### src/rtl/life_pkg.sv
// Shared types and constants for the Game-of-Life grid engine.
//   state_t      : engine FSM states
//   BIRTH_N etc. : B3/S23 rule constants
//   popcount()   : live-cell count of one row, rows up to POP_IN_W cells
package life_pkg;

    typedef enum logic [1:0] {
        IDLE       = 2'd0,
        COMPUTE    = 2'd1,
        WAIT_FRAME = 2'd2
    } state_t;

    localparam int unsigned NBR_W      = 4;
    localparam int unsigned BIRTH_N    = 3;
    localparam int unsigned SURVIVE_LO = 2;
    localparam int unsigned SURVIVE_HI = 3;

    localparam int unsigned POP_IN_W   = 64;
    localparam int unsigned POP_OUT_W  = 7;

    function automatic logic [POP_OUT_W-1:0] popcount(input logic [POP_IN_W-1:0] v);
        logic [POP_OUT_W-1:0] n;
        n = '0;
        for (int i = 0; i < int'(POP_IN_W); i++) begin
            n = n + POP_OUT_W'(v[i]);
        end
        return n;
    endfunction

endpackage

### src/rtl/life_row_next.sv
// Next-generation value of one grid row from the three rows around it.
//   above, cur, below : current-generation rows r-1, r, r+1 (already edge-resolved)
//   next_row          : row r of the next generation
// WRAP selects dead-outside versus toroidal column handling.
module life_row_next
    import life_pkg::*;
#(
    parameter int unsigned COLS = 16,
    parameter int unsigned WRAP = 0
) (
    input  logic [COLS-1:0] above,
    input  logic [COLS-1:0] cur,
    input  logic [COLS-1:0] below,
    output logic [COLS-1:0] next_row
);

    localparam int unsigned CW = (COLS > 1) ? $clog2(COLS) : 1;

    // Per-column neighbour count over the 3x3 window minus the cell itself.
    always_comb begin
        logic [NBR_W-1:0] cnt;
        int               cc;
        next_row = '0;
        cnt      = '0;
        cc       = 0;
        for (int c = 0; c < int'(COLS); c++) begin
            cnt = '0;
            for (int dc = -1; dc <= 1; dc++) begin
                cc = c + dc;
                if (WRAP != 0) begin
                    if (cc < 0) cc = int'(COLS) - 1;
                    else if (cc >= int'(COLS)) cc = 0;
                end
                if (cc >= 0 && cc < int'(COLS)) begin
                    cnt = cnt + NBR_W'(above[cc[CW-1:0]]) + NBR_W'(below[cc[CW-1:0]]);
                    if (dc != 0) cnt = cnt + NBR_W'(cur[cc[CW-1:0]]);
                end
            end
            if (cur[c]) next_row[c] = (cnt >= NBR_W'(SURVIVE_LO)) && (cnt <= NBR_W'(SURVIVE_HI));
            else        next_row[c] = (cnt == NBR_W'(BIRTH_N));
        end
    end

endmodule

### src/rtl/life_grid_engine.sv
// Double-buffered Game-of-Life engine: one row per clock into the back bank,
// banks swap only on a frame pulse so the display never sees a partial grid.
//   clk, reset (async, active low)
//   run / step      : free-running level / one-generation request pulse
//   frame           : vertical-blank pulse, the only swap point
//   load_en/row/data: front-bank row write, honoured only while idle
//   rd_row/rd_data  : registered front-bank row read for the display
//   busy, gen_count, population : status of the displayed grid
module life_grid_engine
    import life_pkg::*;
#(
    parameter int unsigned COLS  = 16,
    parameter int unsigned ROWS  = 16,
    parameter int unsigned WRAP  = 0,
    parameter int unsigned GEN_W = 16
) (
    input  logic                              clk,
    input  logic                              reset,
    input  logic                              run,
    input  logic                              step,
    input  logic                              frame,
    input  logic                              load_en,
    input  logic [$clog2(ROWS)-1:0]           load_row,
    input  logic [COLS-1:0]                   load_data,
    input  logic [$clog2(ROWS)-1:0]           rd_row,
    output logic [COLS-1:0]                   rd_data,
    output logic                              busy,
    output logic [GEN_W-1:0]                  gen_count,
    output logic [$clog2(ROWS*COLS+1)-1:0]    population
);

    localparam int unsigned RW = $clog2(ROWS);
    localparam int unsigned PW = $clog2(ROWS*COLS+1);
    localparam logic [RW-1:0] LAST_ROW = RW'(ROWS - 1);

    state_t          state;
    logic            bank_sel;
    logic            step_pend;
    logic            recount;
    logic [RW-1:0]   r;
    logic [PW-1:0]   acc;
    logic [COLS-1:0] bank [2][ROWS];

    logic [COLS-1:0] above, cur, below, next_row;
    logic [PW-1:0]   grid_pop;
    logic            start;
    logic            swap;
    logic            sel_nxt;

    // Row fetch around r from the front bank, edge rows resolved by WRAP.
    always_comb begin
        cur   = bank[bank_sel][r];
        above = '0;
        below = '0;
        if (r != '0)          above = bank[bank_sel][r - RW'(1)];
        else if (WRAP != 0)   above = bank[bank_sel][LAST_ROW];
        if (r != LAST_ROW)    below = bank[bank_sel][r + RW'(1)];
        else if (WRAP != 0)   below = bank[bank_sel][RW'(0)];
    end

    // Full front-bank recount, used after a load.
    always_comb begin
        grid_pop = '0;
        for (int i = 0; i < int'(ROWS); i++) begin
            grid_pop = grid_pop + PW'(popcount(POP_IN_W'(bank[bank_sel][RW'(i)])));
        end
    end

    assign start   = (state == IDLE) && !load_en && (run || step_pend);
    assign swap    = (state == WAIT_FRAME) && frame;
    // Read through the post-swap bank so rd_data follows a swap without a cycle of lag.
    assign sel_nxt = bank_sel ^ swap;

    life_row_next #(
        .COLS (COLS),
        .WRAP (WRAP)
    ) u_row_next (
        .above    (above),
        .cur      (cur),
        .below    (below),
        .next_row (next_row)
    );

    // Engine FSM, banks and registered outputs.
    always_ff @(posedge clk or negedge reset) begin
        if (!reset) begin
            state      <= IDLE;
            bank_sel   <= 1'b0;
            step_pend  <= 1'b0;
            recount    <= 1'b0;
            r          <= '0;
            acc        <= '0;
            rd_data    <= '0;
            busy       <= 1'b0;
            gen_count  <= '0;
            population <= '0;
            for (int b = 0; b < 2; b++) begin
                for (int i = 0; i < int'(ROWS); i++) begin
                    bank[b][RW'(i)] <= '0;
                end
            end
        end else begin
            rd_data   <= (rd_row <= LAST_ROW) ? bank[sel_nxt][rd_row] : '0;
            // A step arriving on the start cycle is a fresh request and survives the clear.
            step_pend <= (step_pend && !start) || step;
            recount   <= 1'b0;
            if (recount) population <= grid_pop;

            case (state)
                IDLE: begin
                    if (load_en) begin
                        if (load_row <= LAST_ROW) bank[bank_sel][load_row] <= load_data;
                        recount <= 1'b1;
                    end else if (run || step_pend) begin
                        state <= COMPUTE;
                        r     <= '0;
                        acc   <= '0;
                        busy  <= 1'b1;
                    end
                end
                COMPUTE: begin
                    bank[~bank_sel][r] <= next_row;
                    acc <= acc + PW'(popcount(POP_IN_W'(next_row)));
                    if (r == LAST_ROW) begin
                        state <= WAIT_FRAME;
                        r     <= '0;
                    end else begin
                        r <= r + RW'(1);
                    end
                end
                WAIT_FRAME: begin
                    if (frame) begin
                        bank_sel   <= ~bank_sel;
                        gen_count  <= gen_count + GEN_W'(1);
                        population <= acc;
                        busy       <= 1'b0;
                        state      <= IDLE;
                    end
                end
                default: state <= IDLE;
            endcase
        end
    end

endmodule

### config.mk
export PLATFORM = sky130hd
export DESIGN_NAME = life_grid_engine
export DESIGN_NICKNAME = d
export VERILOG_FILES = /design/src/rtl/life_pkg.sv /design/src/rtl/life_row_next.sv /design/src/rtl/life_grid_engine.sv
export SDC_FILE = /design/constraint.sdc
export NUM_CORES = 2
export LEC_CHECK = 0
export CORE_MARGIN = 2
export CORE_UTILIZATION = 54
export CTS_CLUSTER_SIZE = 30
export DETAILED_ROUTE_END_ITERATION = 7
export PLACE_DENSITY_LB_ADDON = 0.1
export SYNTH_ARGS = -nofsm -noshare
export SYNTH_HDL_FRONTEND = slang
export SYNTH_SLANG_ARGS = --single-unit
### constraint.sdc
create_clock -name clk -period 23.9 [get_ports clk]
set_clock_uncertainty 0.05 [all_clocks]
set_input_delay 4.78 -clock clk [delete_from_list [all_inputs] [get_ports clk]]
set_output_delay 4.78 -clock clk [all_outputs]
set_load 0.02 [all_outputs]
[Word-level counts from Yosys, hierarchy flattened]
Cells that the tools add are included.
Cells by class
  shift-type cells: 0
  divide/modulo/power cells: 0
  order comparisons: 46
  multipliers: 0
  $add $sub $neg: 124
  equal/unequal tests: 26
  mux-type cells: 71
  reductions and logical operators: 38
  bitwise logic cells: 10
Operator list (number)
  $mux 256: 8
  $bwmux 512: 2
  $mux 512: 2
  $pmux 512 s2: 1
  $demux 256 s1: 2
  $add 4x1->4: 90
  $bmux 16 s4: 4
  $mux 16: 13
  $demux 16 s4: 2
  $eq 4x2->1 const B: 16
  $ge 4x2->1 const B: 16
  $le 4x2->1 const B: 16
  $add 7x1->7: 9
  $mux 9: 5
  $add 1x1->2: 16
  $ge 5x5->1 const B: 5
  $not 4->5: 5
  $logic_and 1x1->1: 24
  $mux 1: 21
  $pmux 9 s2: 1
  $add 16x1->16 const B: 1
  $mux 4: 3
  $reduce_and 4->1: 3
  $lt 5x1->1 const B: 2
  other kinds (31): 48
Storage, ports and cells
  bits in writable memories: 0
  memories kept: 0
  memory bits (read-only): 0
  latch bits: 0
  logic and storage cells: 357
  bits in registers: 572

[Depth between registers and ports, before layout]
  depth after elaboration: 35
  depth in mapped cells: 42
  depth with buffers taken out: 37

[By module]
A second synthesis with hierarchy kept.
Second synthesis, totals
  cell total of the unflattened synthesis: 4068
  area, all modules: 42968.7 um^2
By module, submodules not included
  life_grid_engine: cells each 3766, seq. area each 15569.9 um^2, area an instance 40338.7 um^2, instances 1
  life_row_next: cells each 302, seq. area each 0.0 um^2, area an instance 2630.0 um^2, instances 1

[Worst setup path after synthesis]
Ideal clock, no wire load.
  kind: flip-flop to flip-flop
  from: register r[0]
  to: register acc[6]
  path slack: 13.612 ns
  data arrival time: 10.110 ns
  library setup time: 0.128 ns
  period minus slack after synthesis: 10.288 ns
  data required time: 23.722 ns
  stages on the path, launching flop included: 41
  path through: dfrtp_1 buf_2 buf_2 buf_1 inv_1 ha_1 clkbuf_1 clkbuf_1 clkbuf_1 mux4_2 nand2_1 a21oi_1 ha_1 xor2_1 ha_1 inv_1 fa_1 fa_1 [... 5 more ...] inv_1 fa_1 inv_1 fa_1 inv_1 fa_1 inv_1 fa_1 fa_1 fa_1 inv_1 fa_1 a21o_1 a21oi_1 nor2b_1 o211ai_1 xor2_1 nor2_1
Between the ends
  longest elaborated chain between the ends: 33
  elaborated cells on any way between the ends: 220
  those cells by class: add/sub: 123; order compare: 32; eq/ne: 17; mux: 28; bitwise: 3; reduce/logical: 17
RTL lines
  from (decl): line life_grid_engine.sv:40  | logic [RW-1:0] r;
  from (signal assigned): line life_grid_engine.sv:128  | r <= r + RW'(1);
  $sub 4x1->4 or $add 4x1->4 (tied branches): line life_grid_engine.sv:55, life_grid_engine.sv:57
  $not 4->5, on equally long branches: line life_grid_engine.sv:55, life_grid_engine.sv:57
  $bmux 16 s4, on equally long branches: line life_grid_engine.sv:55, life_grid_engine.sv:57
  $mux 16, on equally long branches (3 in a row): line life_grid_engine.sv:55, life_grid_engine.sv:57
  $add 1x1->2: line life_row_next.sv:35  | cnt = cnt + NBR_W'(above[cc[CW-1:0]]) + NBR_W'(below[cc[CW-1:0]]);
  $add 4x1->4: line life_row_next.sv:36  | if (dc != 0) cnt = cnt + NBR_W'(cur[cc[CW-1:0]]);
  $add 4x1->4 (4 in a row): line life_row_next.sv:35
  $add 4x1->4: line life_row_next.sv:36
  [... 5 more ...]
  $add 3x1->4: line life_pkg.sv:25  | n = n + POP_OUT_W'(v[i]);
  $add 4x1->5: line life_pkg.sv:25
  $add 5x1->6: line life_pkg.sv:25
  $add 6x1->7: line life_pkg.sv:25
  $add 7x1->7 (8 in a row): line life_pkg.sv:25
  $add 7x1->7 (*): line life_pkg.sv:25
  $add 9x7->9 (*): line life_grid_engine.sv:123  | acc <= acc + PW'(popcount(POP_IN_W'(next_row)));
  $pmux 9 s2 (*): line life_grid_engine.sv:109  | case (state)
  to (signal assigned): line life_grid_engine.sv:123
  to (decl): line life_grid_engine.sv:41  | logic [PW-1:0] acc;
Mark *: on every way between the ends. The rest lies on a longest branch, timed or not. The select of a mux whose other input is x is not followed.
A chain may end at the register's enable or synchronous reset.

[Final worst setup path]
  from: register bank_sel
  to: register acc[8]
Between the ends
  longest elaborated chain between the ends: 35
  elaborated cells on any way between the ends: 217
  those cells by class: add/sub: 121; order compare: 32; eq/ne: 16; mux: 31; bitwise: 1; reduce/logical: 16
RTL lines
  from (decl): line life_grid_engine.sv:37  | logic bank_sel;
  from (signal assigned): line life_grid_engine.sv:133  | bank_sel <= ~bank_sel;
  $not 1->2 (implied by the code) (*): line life_grid_engine.sv:52, life_grid_engine.sv:55, life_grid_engine.sv:57
  $mux 256 (*) (3 in a row)
  $bmux 16 s4, on equally long branches: line life_grid_engine.sv:55, life_grid_engine.sv:57
  $mux 16, on equally long branches (3 in a row): line life_grid_engine.sv:55, life_grid_engine.sv:57
  $add 1x1->2: line life_row_next.sv:35
  $add 4x1->4: line life_row_next.sv:36
  $add 4x1->4 (4 in a row): line life_row_next.sv:35
  $add 4x1->4: line life_row_next.sv:36
  [... 5 more ...]
  $add 3x1->4: line life_pkg.sv:25
  $add 4x1->5: line life_pkg.sv:25
  $add 5x1->6: line life_pkg.sv:25
  $add 6x1->7: line life_pkg.sv:25
  $add 7x1->7 (8 in a row): line life_pkg.sv:25
  $add 7x1->7 (*): line life_pkg.sv:25
  $add 9x7->9 (*): line life_grid_engine.sv:123
  $pmux 9 s2 (*): line life_grid_engine.sv:109
Marked as above.

==> flow_metrics.py <==
metrics = {
    "drt": {
        "drc": 2,
        "wl_per_cell_um": 39.0,
        "vias": 39300,
        "drt_iter0_markers": 6927,
        "postRouteAntennaNets": 0,
        "dr.pass1.iters": 8,
        "wirelength_mm": 189,
        "via_per_inst": 8.11,
    },
    "sta": {
        "fmax_mhz": 81.5,
        "hold_viol": 0,
        "setup_violations": 0,
        "finalCritPeriodShare": 0.513,
        "min_period_ps": 12270,
        "relSlewSlack": -0.00603,
        "fin_tns_setup_ps": 0,
        "rsz0062_at_grt": "no",
        "hold_slack_ps": 428,
        "tightest_slew_ps": 1500,
        "slew_violations": 17,
        "setup_slack_ps": 11630,
    },
    "logic_synthesis": {
        "yosys.cell_types.count": 76,
        "ys_ff_latch": 571,
        "synthesis.area_um2": 41400,
        "async_flop_share": 0.552,
        "synth_nets": 4084,
        "ys_seq_area_frac": 0.376,
        "synth.area.top_cells": "dfrtp_1 (19%), edfxtp_1 (19%), mux4_2 (12%)",
        "yosysTopAreaCell": "dfrtp_1",
        "syn_inst": 3920,
        "synth.avg_cell_area_um2": 10.6,
        "yosysMostFrequentCell": "nand2_1",
        "yosys-top-cells-count": "nand2_1 (527), mux2i_1 (332), dfrtp_1 (315), edfxtp_1 (256), o22ai_1 (247)",
        "synth_flop_cell": "dfrtp_1",
        "synth_top_area_frac": 0.190,
        "synth_edf_count": 256,
        "yosys_warnings": 0,
    },
    "clocking": {
        "clock_latency_ps": 640,
        "htree_num_levels": 3,
        "clockBufferDepth": 3,
        "cts_resized": 0,
        "cts_setup_buffers": 0,
        "hold_buffers": 0,
        "cts_made_buffers": 69,
        "cts_num_sinks": 571,
        "tritoncts": "done",
        "clk_pin_slew_ps": 60,
        "cts_root_buf": "clkbuf_16",
    },
    "placement": {
        "dp_slack_ps": 11960,
        "gp_congestion": 1.01,
        "hpwl_mm": 117,
        "port_buffers": 71,
    },
    "job": {
        "drv_cap": 2,
    },
    "critical_path": {
        "end_kind": "register",
        "critical_path_class": "reg -> reg",
        "worstSetupStartpoint": "bank_sel",
        "r2r_cells": 33,
        "crit_required_ps": 24350,
        "slowest_delay_ps": 950,
        "r2r_start": "bank_sel",
        "r2r_slack_ps": 11630,
        "worst_setup_path_endpoint": "acc[8]",
        "worst-path-max-fanout": 130,
        "cpMostUsedCell": "fa_1",
        "crit_slowest_cell": "buf_4",
        "cp.arrival_ps": 12720,
        "crit-reg2reg-capture": "acc[8]",
        "crit_path_start_kind": "register",
    },
    "final_layout": {
        "multiInputGateArea_um2": 23600,
        "layout-drive-gt1-share": 0.159,
        "register_area_um2": 15600,
        "area_delta_synth_final_pct": 9.13,
        "fillers": 6316,
        "nets": 3919,
    },
    "floorplan": {
        "num_rows": 101,
        "die_y_um": 281,
        "start_util": 0.546,
        "dieArea_um2": 79000,
        "io-pin-count": 72,
        "die_w_um": 281,
        "core_area_um2": 75900,
    },
    "global_route": {
        "grt_first_pass_wirelength_mm": 268,
        "grt_max_degree": 160,
        "antenna_found_initial": 6,
        "grt_util_all_layers": 0.476,
        "gr-total-overflow": 0,
        "grt_pass1_vias": 38400,
    },
    "run_status": {
        "violations": "DRC, capacitance limit, slew limit",
        "outcome": "finished, violations left",
    },
    "worst_hold_path": {
        "hp-class": "reg -> reg",
    },
}
[state kept, by name (all words and copies together), names as in the netlist]
| name | flops |
|---|---|
| gen_count | 16 |
| rd_data | 16 |
| bank_sel | 1 |
| bank | 512 |
| state | 2 |
| acc | 9 |
| population | 9 |
| r | 4 |
| busy | 1 |
| step_pend | 1 |
[critical path, delay by kind of cell, from the launching register on]
| family | cells | cell delay, ps |
|---|---|---|
| flops | 1 | 850 |
| fa+ha+maj | 12 | 5810 |
| compound gates | 6 | 970 |
| simple gates | 5 | 670 |
| buf+inv | 7 | 2140 |
| mux | 3 | 1300 |
[routing by layer]
metal  global-route usage  vias up  share of wire
met2                0.656     3937           0.40
met5              0.00313        -        0.00031
li1                     -    15100              -
met4                0.388        6           0.10
met3                0.181     1067           0.16
met1                0.592    19100           0.33
[cell usage in the layout, fill, tap and decap left out, types with 92 or more instances in the layout]
| master | count |
|---|---|
| a21oi_1 | 108 |
| a22oi_1 | 168 |
| buf_4 | 137 |
| dfrtp_1 | 313 |
| edfxtp_1 | 256 |
| inv_1 | 106 |
| mux2i_1 | 332 |
| mux4_2 | 223 |
| nand2_1 | 527 |
| nand3_1 | 114 |
| o21ai_0 | 92 |
| o221ai_1 | 203 |
| o22ai_1 | 247 |
| o311ai_0 | 104 |
[area by class of cell]
cell class	instances	share of cell area
well taps	1030	0.0285
repair buffers	210	0.0392
clock buffers	93	0.0452
multi-input cells	2766	0.521
diodes	2	0.000111
inverters	137	0.0114
flip-flops and latches	571	0.344
clock inverters	34	0.0103
[cell families after synthesis]
logic type,Yosys count,share of synthesized area
AOI/OAI and AO/OA,1186,0.207
xor gates and xnor gates,31,0.00737
adders and majority gates,134,0.0533
buffers and inverters,583,0.0628
DFF,571,0.376
muxes,558,0.202
and+or+nand+nor,857,0.0912
[stage by stage]
| stage | std cells | util | area [um2] |
|---|---|---|---|
| CTS | 4840 | 0.595 | 45200 |
| global route | 4843 | 0.595 | 45200 |
| detailed placement | 4713 | 0.562 | 42700 |
| finish | 4843 | 0.595 | 45200 |
| global placement | 4713 | 0.562 | 42700 |
| floorplan | 3920 | - | 41400 |
[how the worst min path moves through the flow]
| stage | from | to | slack [ps] | depth (start not counted) |
|---|---|---|---|---|
| after floorplan | acc[8] | population[8] | 400 | 2 |
| after global placement | gen_count[15] | gen_count[15] | 410 | 1 |
| after detailed placement | population[1] | population[1] | 410 | 2 |
| after CTS | gen_count[15] | gen_count[15] | 430 | 1 |
| after global routing | population[3] | population[3] | 450 | 2 |
| final | gen_count[15] | gen_count[15] | 430 | 1 |
Power is left out: the tool's default activity adds up to more than one toggle a clock period on the data nets, which glitch-free logic cannot reach.
